**config.mk**
```make
export PLATFORM = sky130hd
export DESIGN_NAME = load_store_unit
export DESIGN_NICKNAME = d
export VERILOG_FILES = /design/src/rtl/load_store_unit.sv
export SDC_FILE = /design/constraint.sdc
export NUM_CORES = 1
export LEC_CHECK = 0
export ABC_AREA = 1
export CORE_MARGIN = 1
export CORE_UTILIZATION = 48
export CTS_CLUSTER_DIAMETER = 150
export DETAILED_ROUTE_END_ITERATION = 8
export PLACE_DENSITY = 0.89
export RECOVER_POWER = 25
export SYNTH_ARGS = -nofsm -noshare
export SYNTH_HDL_FRONTEND = slang
export SYNTH_SLANG_ARGS = --single-unit
```
**constraint.sdc**
```tcl
create_clock -name clk -period 2.4 [get_ports clk]
set_clock_uncertainty 0.2 [all_clocks]
set_input_delay 0.36 -clock clk [delete_from_list [all_inputs] [get_ports clk]]
set_output_delay 0.36 -clock clk [all_outputs]
set_load 0.05 [all_outputs]
```
**src/rtl/load_store_unit.sv**
```systemverilog
// rtl/load_store_unit.sv - load/store unit between pipeline and word-addressed data memory
module load_store_unit #(
  parameter int ADDR_BITS = 14
) (
  input  logic        clk,
  input  logic        rst_n,
  input  logic        req_valid,
  output logic        req_ready,
  input  logic        req_write,
  input  logic [1:0]  req_size,
  input  logic        req_unsigned,
  input  logic [31:0] req_addr,
  input  logic [31:0] req_wdata,
  output logic        resp_valid,
  output logic [31:0] resp_rdata,
  output logic        resp_error,
  output logic        mem_read,
  output logic        mem_write,
  output logic [31:0] mem_address,
  output logic [31:0] mem_write_data,
  input  logic [31:0] mem_read_data
);

  typedef enum logic [2:0] {
    S_IDLE,
    S_LOAD,
    S_RMW_RD,
    S_STORE,
    S_RESP
  } state_t;

  state_t state;
  state_t next_state;

  logic [31:0] addr_q;
  logic [1:0]  size_q;
  logic        unsigned_q;
  logic        err_q;
  logic [31:0] word_q;   // store data on acceptance, merged write word after RMW_RD
  logic [31:0] rdata_q;

  logic accept;
  logic req_misaligned;
  logic req_out_of_range;
  logic req_err;

  // Pick the addressed lane(s) out of a memory word and extend to 32 bits.
  function automatic logic [31:0] load_extend(input logic [31:0] word,
                                              input logic [1:0]  ofs,
                                              input logic [1:0]  size,
                                              input logic        zext);
    logic [7:0]  b;
    logic [15:0] h;
    logic [31:0] r;
    b = word[{ofs, 3'b000} +: 8];
    h = word[{ofs[1], 4'b0000} +: 16];
    case (size)
      2'b00:   r = zext ? {24'd0, b} : {{24{b[7]}}, b};
      2'b01:   r = zext ? {16'd0, h} : {{16{h[15]}}, h};
      default: r = word;
    endcase
    return r;
  endfunction

  // Replace only the addressed lane(s) of the old memory word with store data.
  function automatic logic [31:0] store_merge(input logic [31:0] old_word,
                                              input logic [31:0] data,
                                              input logic [1:0]  ofs,
                                              input logic [1:0]  size);
    logic [31:0] r;
    r = old_word;
    case (size)
      2'b00:   r[{ofs, 3'b000} +: 8] = data[7:0];
      2'b01:   r[{ofs[1], 4'b0000} +: 16] = data[15:0];
      default: r = data;
    endcase
    return r;
  endfunction

  assign accept           = req_valid && (state == S_IDLE);
  assign req_out_of_range = (req_addr >> ADDR_BITS) != 32'd0;
  assign req_misaligned   = ((req_size == 2'b01) && req_addr[0]) ||
                            ((req_size == 2'b10) && (req_addr[1:0] != 2'b00));
  assign req_err          = (req_size == 2'b11) || req_misaligned || req_out_of_range;

  // State register; reset drops straight back to IDLE regardless of clock.
  always_ff @(posedge clk or negedge rst_n) begin
    if (!rst_n) begin
      state <= S_IDLE;
    end else begin
      state <= next_state;
    end
  end

  // Next-state and all outputs decoded from the current state.
  always_comb begin
    next_state     = state;
    req_ready      = 1'b0;
    resp_valid     = 1'b0;
    resp_error     = 1'b0;
    resp_rdata     = 32'd0;
    mem_read       = 1'b0;
    mem_write      = 1'b0;
    mem_address    = {addr_q[31:2], 2'b00};
    mem_write_data = 32'd0;
    case (state)
      S_IDLE: begin
        req_ready   = 1'b1;
        mem_address = 32'd0;
        if (req_valid) begin
          if (req_err) begin
            next_state = S_RESP;
          end else if (!req_write) begin
            next_state = S_LOAD;
          end else if (req_size == 2'b10) begin
            next_state = S_STORE;
          end else begin
            next_state = S_RMW_RD;
          end
        end
      end
      S_LOAD: begin
        mem_read   = 1'b1;
        next_state = S_RESP;
      end
      S_RMW_RD: begin
        mem_read   = 1'b1;
        next_state = S_STORE;
      end
      S_STORE: begin
        mem_write      = 1'b1;
        mem_write_data = word_q;
        next_state     = S_RESP;
      end
      S_RESP: begin
        resp_valid = 1'b1;
        resp_error = err_q;
        resp_rdata = rdata_q;
        next_state = S_IDLE;
      end
      default: begin
        mem_address = 32'd0;
        next_state  = S_IDLE;
      end
    endcase
  end

  // Request capture at acceptance, load result and read-modify-write merge.
  always_ff @(posedge clk or negedge rst_n) begin
    if (!rst_n) begin
      addr_q     <= 32'd0;
      size_q     <= 2'b00;
      unsigned_q <= 1'b0;
      err_q      <= 1'b0;
      word_q     <= 32'd0;
      rdata_q    <= 32'd0;
    end else begin
      if (accept) begin
        addr_q     <= req_addr;
        size_q     <= req_size;
        unsigned_q <= req_unsigned;
        err_q      <= req_err;
        word_q     <= req_wdata;
        rdata_q    <= 32'd0;
      end
      if (state == S_LOAD) begin
        rdata_q <= load_extend(mem_read_data, addr_q[1:0], size_q, unsigned_q);
      end
      if (state == S_RMW_RD) begin
        word_q <= store_merge(mem_read_data, word_q, addr_q[1:0], size_q);
      end
    end
  end

endmodule

```
==> results of run 1 <==
routing by layer:
metal	global-route usage	up-vias	routed length, µm
li1	-	3645	-
met1	0.429	3545	9260
met2	0.579	451	12000
met3	0.0689	89	2100
met4	0.169	0	1110
met5	0	-	0
metrics by stage:
step | TNS [ps] | hold slack, ps | area [µm²] | setup slack [ps] | utilization
after floorplan | -1510 | -136 | 6960 | -108 | -
after global placement | 0 | 140 | 9830 | 268 | 0.730
after detailed placement | 0 | 149 | 9830 | 186 | 0.730
after CTS | 0 | 282 | 10300 | 0.602 | 0.763
after global routing | -39.2 | 302 | 10300 | -7.61 | 0.767
final | 0 | 283 | 10300 | 25.7 | 0.767
critical path, delay by kind of cell (launching register included):
| kind | cells | cell delay [ps] |
|---|---|---|
| buf+inv | 4 | 540 |
| simple gates | 3 | 470 |
| flops | 1 | 440 |
logic make-up (layout without fill, tap and decap cells):
group | after synthesis | count (layout) | share of synthesized area
AOI/OAI and AO/OA | 117 | 117 | 0.0961
and+or+nand+nor | 635 | 635 | 0.384
DFF | 103 | 103 | 0.384
adders and majority gates | 5 | 5 | 0.00933
other | 1 | 2 | 0.000559
buffers and inverters | 212 | 414 | 0.126
cell type report:
type                       count  share of cell area
clock buffer                   9              0.0218
clock inverter                 6             0.00910
sequential                   103               0.250
tap                          176              0.0213
inverter                     161              0.0591
timing repair buffer         238               0.292
multi-input combinational    759               0.347
Yosys cell counts (all sizes together):
library cell | instances | area, µm²
conb | 1 | 3.75
nor2 | 151 | 602
nand3b | 1 | 7.51
a21oi | 46 | 230
clkbuf | 24 | 90.1
dfrtp | 103 | 2580
nand3 | 56 | 298
o21ai | 47 | 246
inv | 161 | 604
ha | 5 | 62.6
o21a | 7 | 52.6
o22ai | 10 | 62.6
nand2 | 409 | 1550
o211ai | 7 | 52.6
nand4 | 8 | 50.1
buf | 27 | 150
or2 | 10 | 62.6
registers in the layout (all words and copies together) (netlist names):
signal / cells
addr_q: 32
err_q: 1
rdata_q: 32
size_q: 2
state: 3
unsigned_q: 1
word_q: 32
worst max-delay path by stage:
stage	end	cells past startpoint	slack, ps	startpoint
5_1_grt	mem_write_data[18]	7	-8	state[2]
4_1_cts	mem_address[18]	9	0.6	state[1]
2_1_floorplan	mem_write_data[14]	6	-110	state[2]
3_5_place_dp	rdata_q[20]	9	190	mem_read_data[7]
3_3_place_gp	rdata_q[27]	9	270	mem_read_data[7]
6_report	mem_write_data[16]	7	30	state[2]
power by group through the flow:
stage	logic [mW]	registers, mW	clock network (mW)
2_1_floorplan	3.42	2.64	0
3_3_place_gp	4.71	2.87	0
3_5_place_dp	4.84	2.88	0
4_1_cts	5.03	2.85	1.59
5_1_grt	5.59	2.94	1.66
6_report	5.16	2.89	1.59
repair_timing:
action / in CTS / in global routing
endpoints found under the setup margin: 53 / 39
setup buffers: 4 / 2
hold buffers: 1 / 0
pin swaps: 0 / 1
hold endpoints to repair: 36 / 0
cloned: 1 / 0
gates resized for setup: 13 / 12
==> qor.csv, run 1 <==
metric,value,unit
outcome,"complete, no violations",
area delta synth->final,53.8,%
Ant. Diodes,0,
CP Cell Sequence,"nor2_2, inv_2, nor2_4, inv_6, buf_12, nor2_2, buf_12",
Critical Path AT,1810,ps
#FFs+latches synth,103,
Buffers on Ports,201,
Synth Instances,1073,
Min-Delay Path Depth,2,
hold path endpoint,rdata_q[28],
placed cell count,1429,
FF-to-FF path depth,11,
Finished Layout Cells,1452,
TritonCTS clock tree,yes,
# rows,42,
DP Wirelength,17900,µm
Psw,4.70,mW
# IOs,204,
clock latency on the worst-skew pair,360,ps
largest net degree at the start of global routing,54,
root buffer cell,clkbuf_16,
number of max-cap violations,0,
register area,0.00258,mm²
Starting Density,0.498,
total power,9.64,mW
Fill cells,938,
first-pass GRT wire length,38500,µm
hold path startpoint,rdata_q[28],
post-synthesis sequential area ratio,0.384,
synthesized cell area,0.00671,mm²
Slew @ Worst Pin,929,ps
Final nets,1380,
Synth Area per Inst,6.25,µm²
synth unique cells,29,
final worst-path cycle share,0.989,
GR Util All Layers,0.347,
share of cells above drive strength 1,0.195,
vias,7730,
PwrDens,934,mW/mm²
vias in the first global route,7498,
drt wl/cell,16.8,µm
initial antenna violation count,0,
Ys Warns,0,
crit path kind,reg2out,
clock network fraction of total power,0.165,
crit path time final,2370,ps
fin. max-slew vios,0,
Avg Vias per Cell,5.32,
Final Hold Vio Count,0,
die height,120,µm
max incr delay on CP,440,ps
CP Data Required Time,1840,ps
Initial DRC Count,736,
most frequent cells in the layout,"nand2_1 (404), inv_1 (152), dfrtp_1 (102), clkdlybuf4s50_1 (101), nor2_1 (82)",
switching portion of total power,0.488,
final setup violation count,0,
drt pass-1 iters,6,
leakage,5.21,nW
core area,0.0135,mm²
Max Clock Freq,421,MHz
worst rel slew slack,0.380,
CP Max Fanout,16,
crit start category,flop,
clock sinks,103,
Min-Delay Path Class,reg2reg,
Comb power frac,0.535,
H-tree depth,3,
Power Internal,4.94,mW
"Clk pin slew, worst setup/hold paths",70,ps
clock buffer count from CTS,9,
multi-input combinational cell area,0.00358,mm²
Critical-path top delay cell,dfrtp_2,
routed wire length,24400,µm
gpl congestion,1.01,
Seq pwr share,0.300,
Routed Antenna Nets,0,
Residual DRC,0,
die width,120,µm
R2R Path End,word_q[11],
"commonest non-fill, non-tap cell in the layout",nand2_1,
die area,0.0144,mm²
worst vdd ir,1.16,mV
Reg2Reg Setup Slack,130,ps
reg2reg start,state[0],
grt ovf,0,
Critical Path Sink Type,output port,
Bufs on Longest Clock Path,2,
Note: power is estimated with default switching activity, not from simulation.
==> inputs of run 2 (changes only) <==
--- a/config.mk
+++ b/config.mk
@@ -6,12 +6,14 @@
 export NUM_CORES = 1
 export LEC_CHECK = 0
 export ABC_AREA = 1
-export CORE_MARGIN = 1
+export CORE_MARGIN = 3
 export CORE_UTILIZATION = 48
+export CTS_BUF_LIST = sky130_fd_sc_hd__clkbuf_4 sky130_fd_sc_hd__clkbuf_8 sky130_fd_sc_hd__clkbuf_16
 export CTS_CLUSTER_DIAMETER = 150
 export DETAILED_ROUTE_END_ITERATION = 8
 export PLACE_DENSITY = 0.89
 export RECOVER_POWER = 25
+export SLEW_MARGIN = 20
 export SYNTH_ARGS = -nofsm -noshare
 export SYNTH_HDL_FRONTEND = slang
 export SYNTH_SLANG_ARGS = --single-unit
==> run 2 against run 1 <==
Highest routed layer unchanged. Global-route usage decreased by 2.9 points. Total power is 2.3% lower. Register-to-register slack improved by 30 ps. Design area is 1.1% lower. Via count shrank 0.61%. Largest cell class unchanged.
==> qor.csv, run 2 (synthesis gave the netlist of run 1 again) <==
metric,value,unit
Largest regs,"addr_q x32, rdata_q x32, word_q x32",
final worst slack,18.1,ps
Initial DRC Count,757,
share of cells above drive strength 1,0.192,
gpl congestion,0.992,
fin. max-slew vios,0,
worst vdd ir,0.965,mV
Fill cells,953,
die height,124,µm
Residual DRC,0,
crit path kind,reg2out,
Routed Antenna Nets,0,
FF-to-FF path depth,9,
Slew @ Worst Pin,881,ps
Buffers on Ports,201,
most frequent cells in the layout,"nand2_1 (404), inv_1 (152), dfrtp_1 (102), clkdlybuf4s50_1 (101), nor2_1 (82)",
Max Clock Freq,420,MHz
DP Wirelength,18700,µm
Avg Vias per Cell,5.30,
total power,9.42,mW
Starting Density,0.498,
largest net degree at the start of global routing,104,
Placed Area,0.00977,mm²
met2 WL,12300,µm
# IOs,204,
# rows,42,
initial antenna violation count,0,
wl on met1,9510,µm
Critical Path AT,1820,ps
vias,7683,
GR Util All Layers,0.318,
Critical Path Sink Type,output port,
grt ovf,0,
dpl ws,207,ps
H-tree depth,3,
max layer used,met4,
area delta synth->final,52.1,%
PwrDens,923,mW/mm²
drt pass-1 iters,6,
Final Hold Vio Count,0,
"commonest non-fill, non-tap cell in the layout",nand2_1,
Ant. Diodes,0,
first-pass GRT wire length,37600,µm
"Clk pin slew, worst setup/hold paths",80,ps
clock sinks,103,
TritonCTS clock tree,yes,
root buffer cell,clkbuf_16,
WL met3,2270,µm
Final nets,1376,
outcome,"complete, no violations",
die area,0.0154,mm²
CP Data Required Time,1840,ps
clock buffer count from CTS,9,
vias in the first global route,7370,
Min-Delay Path Depth,2,
final worst-path cycle share,0.992,
leakage,5.16,nW
post-route cell area,0.0102,mm²
number of max-cap violations,0,
worst rel slew slack,0.412,
multi-input combinational cell area,0.00355,mm²
core area,0.0135,mm²
Min-Delay Path Class,reg2reg,
clock latency on the worst-skew pair,370,ps
CP Max Fanout,15,
die width,124,µm
crit path time final,2380,ps
final setup violation count,0,
register area,0.00258,mm²
crit start category,flop,
drt wl/cell,17.3,µm
Bufs on Longest Clock Path,2,
routed wire length,25000,µm
[run 2: critical path: stages (launching register included)]
cell	delay (ps)
dfrtp_1	450
inv_2	100
nand2_2	100
nor2_4	110
inv_2	80
nand3_4	100
clkbuf_16	190
nand2_1	70
inv_1	80
buf_6	160
[run 2: per-stage QoR]
stage	util	setup TNS, ps	hold WS (ps)	cells
final	0.758	0	286	1449
after global routing	0.758	-525	300	1449
after CTS	0.753	-4.72	287	1447
after detailed placement	0.726	0	268	1426
after global placement	0.726	0	257	1426
after floorplan	-	-1510	-136	1074
[run 2: timing repair]
action | CTS | global route
gates resized for setup | 9 | 10
hold buffers | 1 | 0
setup buffers | 4 | 1
gates cloned | 0 | 1
endpoints found under the setup margin | 53 | 52
hold endpoints to repair | 103 | 0
pin swaps | 1 | 1
[run 2: cell type report]
| type | instances | area share |
|---|---|---|
| multi-input combinational | 759 | 0.348 |
| clock inverter | 6 | 0.00601 |
| tap | 176 | 0.0216 |
| timing repair buffer | 234 | 0.288 |
| inverter | 161 | 0.0597 |
| sequential | 103 | 0.253 |
| clock buffer | 10 | 0.0234 |
[run 2: routing by layer]
layer	global-route usage	vias up
met5	0	-
met4	0.149	0
met3	0.0668	79
met2	0.533	421
met1	0.392	3549
li1	-	3634
[run 2: report_power, final]
part	switching [mW]	internal [mW]
sequential	0.558	2.31
combinational	3.41	1.63
clock	0.739	0.760
[run 2: final timing paths]
path | start | endpoint | slack [ps]
worst max-delay path | state[1] | mem_address[19] | 20
min in group asynchronous | rst_n | word_q[30] | 460
worst max register to register | state[2] | word_q[30] | 160
max in group asynchronous | rst_n | state[2] | 1090
worst min-delay path | word_q[28] | word_q[28] | 290
worst min register to register | word_q[28] | word_q[28] | 290
